--- src/rtl/lfsr_prng_if.sv ---
// Sample handshake bundle for lfsr_prng.
//   sample        random sample captured on each LFSR step or lockup recovery
//   sample_valid  sample holds data the consumer has not yet taken
//   sample_ready  consumer accepts the sample on an edge where sample_valid is high
// master: the generator (drives sample/sample_valid); slave: the consumer.
interface lfsr_prng_if #(
  parameter int OUT_W = 4
) ();
  logic [OUT_W-1:0] sample;
  logic             sample_valid;
  logic             sample_ready;

  modport master (
    output sample,
    output sample_valid,
    input  sample_ready
  );

  modport slave (
    input  sample,
    input  sample_valid,
    output sample_ready
  );
endinterface

--- src/rtl/lfsr_prng.sv ---
// Paced pseudo-random generator built on a selectable Fibonacci-XNOR or
// Galois-XOR LFSR. A tick counter advances the LFSR once every `period`
// clocks. Each step publishes the low OUT_W bits of the new state through a
// valid/ready sample port, and an overwrite of unconsumed data is flagged.
//
// Ports:
//   clock       rising-edge clock for all state
//   reset       synchronous, active-high reset
//   hold        freezes tick counter and LFSR (sample handshake keeps running)
//   period      clocks per LFSR step; 0 behaves like 1
//   mode        0 = Fibonacci XNOR, 1 = Galois XOR
//   seed_load   load seed into the LFSR and restart the period
//   seed        value loaded by seed_load
//   state       current LFSR register
//   step_pulse  one-cycle pulse in the cycle the new state first appears
//   lockup      state is the stuck value for the current mode (combinational)
//   overrun     sticky: a sample was replaced before being consumed
//   smp         sample handshake (master side)
module lfsr_prng #(
  parameter int WIDTH    = 16,
  parameter int PERIOD_W = 10,
  parameter int OUT_W    = 4
) (
  input  logic                clock,
  input  logic                reset,
  input  logic                hold,
  input  logic [PERIOD_W-1:0] period,
  input  logic                mode,
  input  logic                seed_load,
  input  logic [WIDTH-1:0]    seed,
  output logic [WIDTH-1:0]    state,
  output logic                step_pulse,
  output logic                lockup,
  output logic                overrun,
  lfsr_prng_if.master         smp
);

  if (!(WIDTH == 8 || WIDTH == 16 || WIDTH == 24 || WIDTH == 32)) begin : g_bad_width
    $error("lfsr_prng: WIDTH must be 8, 16, 24 or 32");
  end
  if (OUT_W < 1 || OUT_W > WIDTH) begin : g_bad_out_w
    $error("lfsr_prng: OUT_W must be in 1..WIDTH");
  end

  // Fibonacci tap positions expressed as a bit mask (tap n -> bit n-1).
  localparam logic [31:0] FIB_TAPS_32 =
      (WIDTH == 8)  ? 32'h0000_00B8 :
      (WIDTH == 16) ? 32'h0000_D008 :
      (WIDTH == 24) ? 32'h00E1_0000 :
                      32'h8020_0003;

  // Galois feedback mask applied when the bit shifted out is 1.
  localparam logic [31:0] GAL_MASK_32 =
      (WIDTH == 8)  ? 32'h0000_00B8 :
      (WIDTH == 16) ? 32'h0000_B400 :
      (WIDTH == 24) ? 32'h00E1_0000 :
                      32'h8020_0003;

  localparam logic [WIDTH-1:0] FIB_TAPS = FIB_TAPS_32[WIDTH-1:0];
  localparam logic [WIDTH-1:0] GAL_MASK = GAL_MASK_32[WIDTH-1:0];

  logic [PERIOD_W-1:0] count;
  logic                tick;
  logic                capture;
  logic [WIDTH-1:0]    stepped;
  logic [WIDTH-1:0]    mode_reset_value;
  logic [WIDTH-1:0]    next_value;

  // NOTE: every signal written here gets a value on every path through the
  // block, so no latch can be inferred.
  always_comb begin
    // All-ones is the stuck point of the XNOR form, all-zeros of the XOR form.
    lockup           = mode ? (state == '0) : (state == '1);
    tick             = (period <= PERIOD_W'(1)) || (count == period - PERIOD_W'(1));
    mode_reset_value = WIDTH'(mode);

    if (mode) begin
      stepped = (state >> 1) ^ (state[0] ? GAL_MASK : '0);
    end else begin
      stepped = {state[WIDTH-2:0], ~^(state & FIB_TAPS)};
    end

    // A tick on a stuck state recovers instead of stepping.
    next_value = lockup ? mode_reset_value : stepped;

    // seed_load and hold both pre-empt the tick.
    capture = !seed_load && !hold && tick;
  end

  // NOTE: sequential state uses non-blocking assignments so every register
  // samples the pre-edge values regardless of statement order.
  always_ff @(posedge clock) begin
    if (reset) begin
      count             <= '0;
      state             <= WIDTH'(mode);
      step_pulse        <= 1'b0;
      overrun           <= 1'b0;
      smp.sample        <= '0;
      smp.sample_valid  <= 1'b0;
    end else begin
      step_pulse <= capture;

      if (seed_load) begin
        count <= '0;
        state <= seed;
      end else if (!hold) begin
        if (tick) begin
          count <= '0;
          state <= next_value;
        end else begin
          count <= count + PERIOD_W'(1);
        end
      end

      if (seed_load) begin
        overrun <= 1'b0;
      end else if (capture && smp.sample_valid && !smp.sample_ready) begin
        overrun <= 1'b1;
      end

      // A capture on the same edge as a transfer keeps valid high with the
      // new data; otherwise a transfer empties the slot.
      if (capture) begin
        smp.sample       <= next_value[OUT_W-1:0];
        smp.sample_valid <= 1'b1;
      end else if (smp.sample_ready) begin
        smp.sample_valid <= 1'b0;
      end
    end
  end

endmodule

--- src/flat_wrapper.sv ---
// flat-port wrapper written by rule: the top's interface ports become plain ports
module lfsr_prng_flat 
#(
  parameter int WIDTH    = 16,
  parameter int PERIOD_W = 10,
  parameter int OUT_W    = 4
)
  (clock, reset, hold, period, mode, seed_load, seed, state, step_pulse, lockup, overrun, smp_sample, smp_sample_valid, smp_sample_ready);
  lfsr_prng_if #(.OUT_W(OUT_W)) smp_i ();
  input  logic clock;
  input  logic reset;
  input  logic hold;
  input  logic [PERIOD_W-1:0] period;
  input  logic mode;
  input  logic seed_load;
  input  logic [WIDTH-1:0] seed;
  output logic [WIDTH-1:0] state;
  output logic step_pulse;
  output logic lockup;
  output logic overrun;
  output wire logic [$bits(smp_i.sample)-1:0] smp_sample;
  output wire logic [$bits(smp_i.sample_valid)-1:0] smp_sample_valid;
  input wire logic [$bits(smp_i.sample_ready)-1:0] smp_sample_ready;
  assign smp_sample = smp_i.sample;
  assign smp_sample_valid = smp_i.sample_valid;
  assign smp_i.sample_ready = smp_sample_ready;
  lfsr_prng #(.WIDTH(WIDTH), .PERIOD_W(PERIOD_W), .OUT_W(OUT_W)) u_core (.clock(clock), .reset(reset), .hold(hold), .period(period), .mode(mode), .seed_load(seed_load), .seed(seed), .state(state), .step_pulse(step_pulse), .lockup(lockup), .overrun(overrun), .smp(smp_i));
endmodule
--- config.mk ---
export PLATFORM = sky130hd
export DESIGN_NAME = lfsr_prng_flat
export DESIGN_NICKNAME = d
export VERILOG_FILES = /design/src/rtl/lfsr_prng_if.sv /design/src/rtl/lfsr_prng.sv /design/src/flat_wrapper.sv
export SDC_FILE = /design/constraint.sdc
export NUM_CORES = 1
export LEC_CHECK = 0
export BUFFER_PORTS_ARGS = -buffer_cell sky130_fd_sc_hd__buf_4
export CAP_MARGIN = 20
export CORE_ASPECT_RATIO = 1.5
export CORE_UTILIZATION = 40
export CTS_BUF_LIST = sky130_fd_sc_hd__clkbuf_8
export CTS_CLUSTER_SIZE = 30
export DETAILED_ROUTE_END_ITERATION = 10
export PLACE_DENSITY = 0.64
export SLEW_MARGIN = 20
export SYNTH_ARGS = -nofsm -noshare
export SYNTH_HDL_FRONTEND = slang
export SYNTH_SLANG_ARGS = --single-unit
--- constraint.sdc ---
create_clock -name clock -period 5.95 [get_ports clock]
set_input_delay 0.2975 -clock clock [delete_from_list [all_inputs] [get_ports clock]]
set_output_delay 0.2975 -clock clock [all_outputs]
set_load 0.005 [all_outputs]
# ---- Word-level counts from Yosys, hierarchy flattened
# Cells that the tools add are included.
dict set report op_classes {
  magnitude_cmp 1
  n_mux 11
  add_sub_neg 2
  reduce_logical 16
  bitwise 1
  n_eq_ne 4
}
# cell n
set ops {}
lappend ops {{$mux 16} 6}
lappend ops {{$eq 16x16->1 const B} 1}
lappend ops {{$logic_not 16->1} 1}
lappend ops {{$reduce_xnor 16->1} 1}
lappend ops {{$xor 15x16->16} 1}
lappend ops {{$add 10x1->10 const B} 1}
lappend ops {{$eq 10x10->1} 1}
lappend ops {{$le 10x1->1 const B} 1}
lappend ops {{$mux 10} 1}
lappend ops {{$sub 10x1->10 const B} 1}
lappend ops {{$logic_and 1x1->1} 4}
lappend ops {{$mux 1} 4}
lappend ops {{$reduce_and 2->1} 2}
lappend ops {{$reduce_bool 2->1} 2}
lappend ops {{$logic_not 1->1} 3}
lappend ops {{$ne 3x2->1 const B} 1}
lappend ops {{$reduce_bool 3->1} 1}
lappend ops {{$ne 2x1->1 const B} 1}
lappend ops {{$reduce_or 2->1} 1}
lappend ops {{$logic_or 1x1->1} 1}
dict set report totals {
  in_bits 32
  ff_bits 33
  output_inout_bits 24
  elab_cells 42
}

# ---- Longest topological paths before layout
# Gate-level depths: netlist of the first run.
dict set report depth {
  depth_word 8
  ltp_mapped 11
  mapped_depth_nobuf 9
}

# ---- Worst setup path after synthesis of the first run
# Ideal clock, no wire load.
dict set report synth_path {
  path_type {input to register}
  startpoint {input port period[1]}
  endpoint {register u_core.state[12]}
  setup_slack_ps 3506
  path_stages 11
  setup_ps 139
  required_time_ps 5811
  t_arrival_ps 2305
  path_buffers 3
  cell_sequence {inv_1 ha_1 clkbuf_1 nand2_1 a211oi_1 nand4_1 o32a_1 buf_6 o21bai_1 buf_2 a221oi_1}
}
dict set report synth_via {
  elab_chain_len 5
  word_cells_on_any_way 6
  cone_classes {add/sub: 1; order compare: 1; eq/ne: 1; reduce/logical: 3}
}
# item line
set synth_lines {}
lappend synth_lines {{from (decl)} flat_wrapper.sv:13} ;# input logic [PERIOD_W-1:0] period;
lappend synth_lines {{$sub 10x1->10} lfsr_prng.sv:74} ;# tick = (period <= PERIOD_W'(1)) || (count == period - PERIOD_W'(1));
lappend synth_lines {{$eq 10x10->1} lfsr_prng.sv:74}
lappend synth_lines {{$logic_or 1x1->1 *} lfsr_prng.sv:74}
lappend synth_lines {{$reduce_bool 2->1 (no source line) *} n/a}
lappend synth_lines {{$reduce_and 2->1 (no source line) *} n/a}
lappend synth_lines {{to (signal assigned)} lfsr_prng.sv:95} ;# state <= WIDTH'(mode);
lappend synth_lines {{to (signal assigned)} lfsr_prng.sv:109} ;# state <= next_value;
lappend synth_lines {{to (decl)} lfsr_prng.sv:31} ;# output logic [WIDTH-1:0] state,
# Mark *: on every way between the ends. The rest lies on a longest branch, timed or not.
# A chain may end at the register's enable or synchronous reset.

# ---- Worst setup path in the final report of the first run
dict set report layout_path {
  startpoint {input port period[0]}
  endpoint {register u_core.state[11]}
}
# Same word-level chain as after synthesis.

==> summary.md, run 1 <==
| Metric | Value |
|---|---|
| Period utilisation layout | 0.490 |
| Setup_tns | 0 ps |
| Num CTS Buffers | 5 |
| Post-CTS resize count | 0 |
| YS warnings | 0 |
| Hold path depth | 4 |
| Layout cells sized above 1 | 0.270 |
| Status | complete, no violations |
| RSZ-0062 raised after global routing | false |
| Register bit total from synthesis | 33 |
| Most common cell after layout, fill and taps aside | buf_4 |
| Worst slew margin | 0.403 |
| Highest-count cells in the layout ignoring fill and taps | buf_4, nor2_1, dfxtp_1 |
| Syn Nets | around 300 |
| Layout Skew | 5.02 ps |
| Cell taking the most area after synthesis | dfxtp_1 |
| Seq/Total Area, Yosys | 0.304 |
| Clock transition at path regs | 70 ps |
| Worst vdd ir | 0.143 mV |
| Crit path max fanout | 13 |
| Hold Vio Cnt, Final | 0 |
| Leak | 1.11 nW |
| Core Region | 5250 um2 |
| Worst R2R Path Depth | 8 |
| Worst path slowest cell | o21bai_1 |
| Worst-Margin Slew | 892 ps |
| Initial antenna violation count | 0 |
| Global route overflow | 0 |
| Hold buffers post-CTS | 0 |
| WS Path Type | input port to register |
| MaxCap Viol Count | 0 |
| Syn Area/Cell | 8.30 um2 |
| Final min period | 2910 ps |
| Asr flop ratio synth | 0 |
| Max Freq | 343 MHz |
| Largest net degree at the start of global routing | 39 |
| Clock sinks | 33 |
| Crit-path max cell delay | just under 600 ps |
| CP startpoint kind | input port |
| Post-synth EDFFs | 1 |
| Non-Filler Instances | 379 |
| DRT Pass-1 Iters | 7 |
| Synth area leaders | dfxtp_1, nor2_1, a221oi_1, xnor2_1, xor2_1 |
| Initial drt markers | 80 |
| Final #Nets | 347 |
| Total Routed Length | 5910 um |
| WHS Endpoint | u_core.smp.sample_valid |
| CTS tree | yes |
| Dpl cells | 370 |
| Vias/cell | slightly below 6 |
| Final GP Congestion | ~0.8 |
| Die footprint | 5830 um2 |
| Top Ports | 56 |
| Post-CTS setup buffer count | 0 |
| Most used flip-flop cell after synthesis | dfxtp_1 |
| R2r setup slk | 3060 ps |
| Clock Tree Root | clkbuf_8 |
| GRT Overall Usage | 0.206 |
| Synth cell types | 54 |
| Diode count | 0 |
| CP arrival | 3050 ps |
| Clock buffer depth | 2 |
| Final Max Slew Viols | 0 |
| Worst hold path class | input port to register |
| Vias | approximately 2200 |
| Initial Util | 0.421 |
| Area growth syn-to-layout | 24.4% |
| P per Cell Area | 208 nW/um2 |
| Worst r2r src | u_core.count[7] |
| Vias in the first global route | 2051 |
| # rows | 32 |
| Post-DRT Antenna Nets | 0 |
| Synth top area share | 0.290 |
| CP required | 6090 ps |
| Hold_sp | smp_sample_ready |
| Mapped Area | 2210 um2 |
| Mapped Cells | 266 |
| Die Y-Extent | 93 um |
| CP Capture Type | register |
| Cells along the critical path | buf_4, inv_1, ha_1, o211a_1, a2111oi_2, nor3_1, o32a_1, o21bai_1, buf_2, a221oi_1 |
| Overall die width | ~63 um |
| Drt drc | 0 |
| Endpoints failing setup | 0 |
| Clock Latency Late Sink | 280 ps |
| IO buf count | 55 |
| Routed WL per cell | 15.6 um |
| CTS H-tree lvls | 2 |
| First-pass GRT wire length | 9480 um |
| RR Endpoint | u_core.state[11] |
| Detailed placer's ending HPWL | 4260 um |
[registers in the layout, indices dropped and copies added, names as in the netlist]
signal,flops
u_core.state,16
u_core.smp.sample_valid,1
u_core.smp.sample,4
u_core.overrun,1
u_core.count,10
u_core.step_pulse,1
[critical path: cells and delay by family]
family,cells,cell delay [ps]
AOI/OAI and AO/OA,5,1800
adders and majority gates,1,340
buffers and inverters,3,470
and+or+nand+nor,1,140
[layout make-up]
| class | count | area (um2) |
|---|---|---|
| clock buffer | 6 | 82.6 |
| fill | 533 | 2500 |
| tap | 68 | 85.1 |
| inverter | 9 | 33.8 |
| clock inverter | 2 | 33.8 |
| timing repair buffer | 56 | 418 |
| sequential | 33 | 671 |
| multi-input combinational | 205 | 1420 |
[logic make-up (layout without fill, tap and decap cells)]
| logic type | Yosys count | count (layout) | share of synthesized area |
|---|---|---|---|
| AO/OA/AOI/OAI | 68 | 68 | 0.233 |
| flip-flops | 33 | 33 | 0.304 |
| AND/OR/NAND/NOR | 97 | 97 | 0.232 |
| multiplexers | 13 | 13 | 0.0635 |
| buffers and inverters | 28 | 73 | 0.0521 |
| XOR/XNOR | 22 | 22 | 0.0872 |
| adder cells (fa/ha/maj) | 5 | 5 | 0.0283 |
[power by group]
group | switching [W] | leakage [nW] | internal, W | total (W)
combinational | 0.0000524 | 0.776 | 0.0000573 | 0.000110
clock | 0.0000786 | 0.0626 | 0.000135 | 0.000213
sequential | 0.0000166 | 0.272 | 0.000231 | 0.000248
[stage by stage]
stage,instance area (um2),utilization,total power (W),worst slack [ps],hold slack [ps]
after floorplan,2210,-,0.000314,3510,460
after global placement,2630,0.500,0.000360,2670,459
after detailed placement,2630,0.500,0.000362,2580,467
after CTS,2740,0.523,0.000576,2860,321
after global routing,2750,0.524,0.000599,2870,330
final,2750,0.524,0.000571,3040,334
[cell usage after synthesis, types with 2 or more instances]
library cell,instances
xnor2_1,11
mux2_2,8
nor2b_1,3
o21bai_1,3
dfxtp_1,32
nor3_1,4
o221a_2,2
a221oi_1,12
xor2_1,11
mux2i_1,5
o21ai_0,4
a21oi_1,14
nand4_1,7
nor2_1,39
a22oi_1,12
inv_1,9
o31ai_1,4
nand4b_1,2
a31oi_1,4
or2_2,4
nand3b_1,3
a211oi_1,2
nand2_1,13
nor4b_1,3
clkbuf_1,15
nor4_1,4
buf_2,2
ha_1,5
nand3_1,4
[routing by layer]
metal	share of wire	wire [um]	GRT usage
met5	0	0	0
met4	0.019	114	0.0872
met3	0.039	228	0.0293
met2	0.53	3140	0.384
met1	0.41	2430	0.228
[worst max path at each step]
stage,from,end,slack (ps),cells past startpoint
2_1_floorplan,period[1],u_core.state[12],3510,11
3_3_place_gp,period[0],u_core.state[3],2670,9
3_5_place_dp,period[0],u_core.state[13],2580,9
4_1_cts,u_core.count[7],u_core.state[3],2860,7
5_1_grt,period[1],u_core.state[7],2870,9
6_report,period[0],u_core.state[11],3040,10
(Power assumes the default switching activity.)
==> run 2, diff against run 1 <==
--- a/config.mk
+++ b/config.mk
@@ -12,7 +12,7 @@
 export CTS_BUF_LIST = sky130_fd_sc_hd__clkbuf_8
 export CTS_CLUSTER_SIZE = 30
 export DETAILED_ROUTE_END_ITERATION = 10
-export PLACE_DENSITY = 0.64
+export PLACE_DENSITY = 0.66
 export SLEW_MARGIN = 20
 export SYNTH_ARGS = -nofsm -noshare
 export SYNTH_HDL_FRONTEND = slang
==> constraint.sdc (replaced) <==
create_clock -name clock -period 2.6 [get_ports clock]
set_input_delay 0.13 -clock clock [delete_from_list [all_inputs] [get_ports clock]]
set_output_delay 0.13 -clock clock [all_outputs]
set_load 0.005 [all_outputs]
==> summary.md, run 2 (same netlist as run 1, synthesis figures left out) <==
| Metric | Value |
|---|---|
| Clock Latency Late Sink | 280 ps |
| Die Y-Extent | 93 um |
| Final GP Congestion | 0.802 |
| Max FFs per register | 16 |
| Endpoints failing setup | 0 |
| Clock Tree Root | clkbuf_8 |
| Drt drc | 0 |
| CP arrival | 2590 ps |
| Max Freq | 421 MHz |
| Die footprint | 5830 um2 |
| Diode count | 0 |
| MaxCap Viol Count | 0 |
| Final min period | 2370 ps |
| Highest-count cells in the layout ignoring fill and taps | buf_4, nor2_1, dfxtp_1 |
| CP startpoint kind | register |
| Hold Slack | 131 ps |
| Internal power | 0.000974 W |
| Clock buffer depth | 2 |
| Biggest regs | u_core.state x16, u_core.count x10, u_core.smp.sample x4 |
| GRT Overall Usage | 0.203 |
| Most common cell after layout, fill and taps aside | buf_4 |
| Seq pwr share | 0.432 |
| Met1 GRT Util | 0.224 |
| Core Region | 5250 um2 |
| IO buf count | 55 |
| Layout cells sized above 1 | 0.294 |
| Largest net degree at the start of global routing | 39 |
| Initial drt markers | 101 |
| Routed WL per cell | approximately 15 um |
| M3 GR Usage | 0.0341 |
| CTS tree | yes |
| Initial Util | 0.421 |
| Post-CTS setup buffer count | 0 |
| Leak | 1.15 nW |
| Vias in the first global route | 2049 |
| Switching power | 0.000339 W |
| # rows | 32 |
| Clock Power Share | 0.372 |
| RSZ-0062 raised after global routing | false |
| Detailed placer's ending HPWL | 4350 um |
| Vias | between 2000 and 2500 |
| Initial antenna violation count | 0 |
| Switching part of the total | 0.258 |
| Final #Nets | 356 |
| Area growth syn-to-layout | 27.9% |
| Most flops, register | u_core.state |
| DRT Pass-1 Iters | 4 |
| First-pass GRT wire length | 9430 um |
| Total Routed Length | 5960 um |
| Setup_tns | 0 ps |
| Vias/cell | around 5.6 |
| Final Max Slew Viols | 0 |
| Overall die width | 62.7 um |
| Worst hold path class | input port to register |
| P per Cell Area | 465 nW/um2 |
| WS Path Type | register to register |
| CP Capture Type | register |
| Tot Pwr | ~0.0013 W |
| Logic pwr share | 0.196 |
| Crit path max fanout | 4 |
| Gr busiest metal | met2 |
| CTS H-tree lvls | 2 |
| Layout Skew | 3.74 ps |
| Worst slew margin | 0.715 |
| Post-DRT Antenna Nets | 0 |
| Worst vdd ir | 0.374 mV |
| Clock sinks | 33 |
| Num CTS Buffers | 5 |
| Global route overflow | 0 |
| Top Ports | 56 |
| Period utilisation layout | 0.913 |
| Status | complete, no violations |
| Worst-Margin Slew | between 400 and 500 ps |
| Clock transition at path regs | 70 ps |
| Hold Vio Cnt, Final | 0 |
| CP required | approximately 2800 ps |
| Met2 usage | 0.372 |
==> run 2: changes by cell type in the layout (fill, tap and decap cells not counted), sizes merged <==
cell / before / now
buf: 56 / 65
==> run 2: layer usage <==
metal	share of wire	routed length, um
met1	0.41	2450
met2	0.52	3100
met4	0.021	123
met5	0	0
met3	0.049	291
==> run 2: final cells by class <==
type,count,area (um2)
clock buffer,6,82.6
clock inverter,2,33.8
fill,512,2420
inverter,9,33.8
multi-input combinational,205,1430
sequential,33,671
tap,68,85.1
timing repair buffer,65,488
==> run 2: critical path, stage by stage, from the launching register on <==
cell and delay [ps]:
dfxtp_1 360, xor2_1 340, o2111ai_1 160, o21ai_0 140, nand4_1 230, o32a_1 440
or4b_4 500, a21oi_1 150
==> run 2: power by group through the flow <==
stage	sequential (W)	clock (W)	combinational [W]
2_1_floorplan	0.000564	0	0.000155
3_3_place_gp	0.000577	0	0.000252
3_5_place_dp	0.000577	0	0.000256
4_1_cts	0.000566	0.000499	0.000258
5_1_grt	0.000570	0.000520	0.000281
6_report	0.000567	0.000488	0.000258
==> run 2: final timing paths <==
| path | from | slack [ps] | cells past startpoint | endpoint |
|---|---|---|---|---|
| worst max-delay path | u_core.count[9] | 230 | 7 | u_core.smp.sample[2] |
| worst min-delay path | seed[2] | 130 | 3 | u_core.state[2] |
| worst max register to register | u_core.count[9] | 230 | 7 | u_core.smp.sample[2] |
| worst min register to register | u_core.smp.sample[1] | 480 | 2 | u_core.smp.sample[1] |
==> run 2: what timing repair did <==
item / in CTS / in global routing
resized for setup: 0 / 1
hold buffers: 0 / 0
hold endpoints to repair: 0 / 0
endpoints found under the setup margin: 0 / 2
==> run 2: metrics by stage <==
| step | worst slack, ps | std cells | util | cell area, um2 |
|---|---|---|---|---|
| 2_1_floorplan | 302 | 266 | - | 2210 |
| 3_3_place_gp | 180 | 380 | 0.515 | 2700 |
| 3_5_place_dp | 98.2 | 380 | 0.515 | 2700 |
| 4_1_cts | 203 | 388 | 0.537 | 2820 |
| 5_1_grt | 76.3 | 388 | 0.538 | 2820 |
| 6_report | 227 | 388 | 0.538 | 2820 |
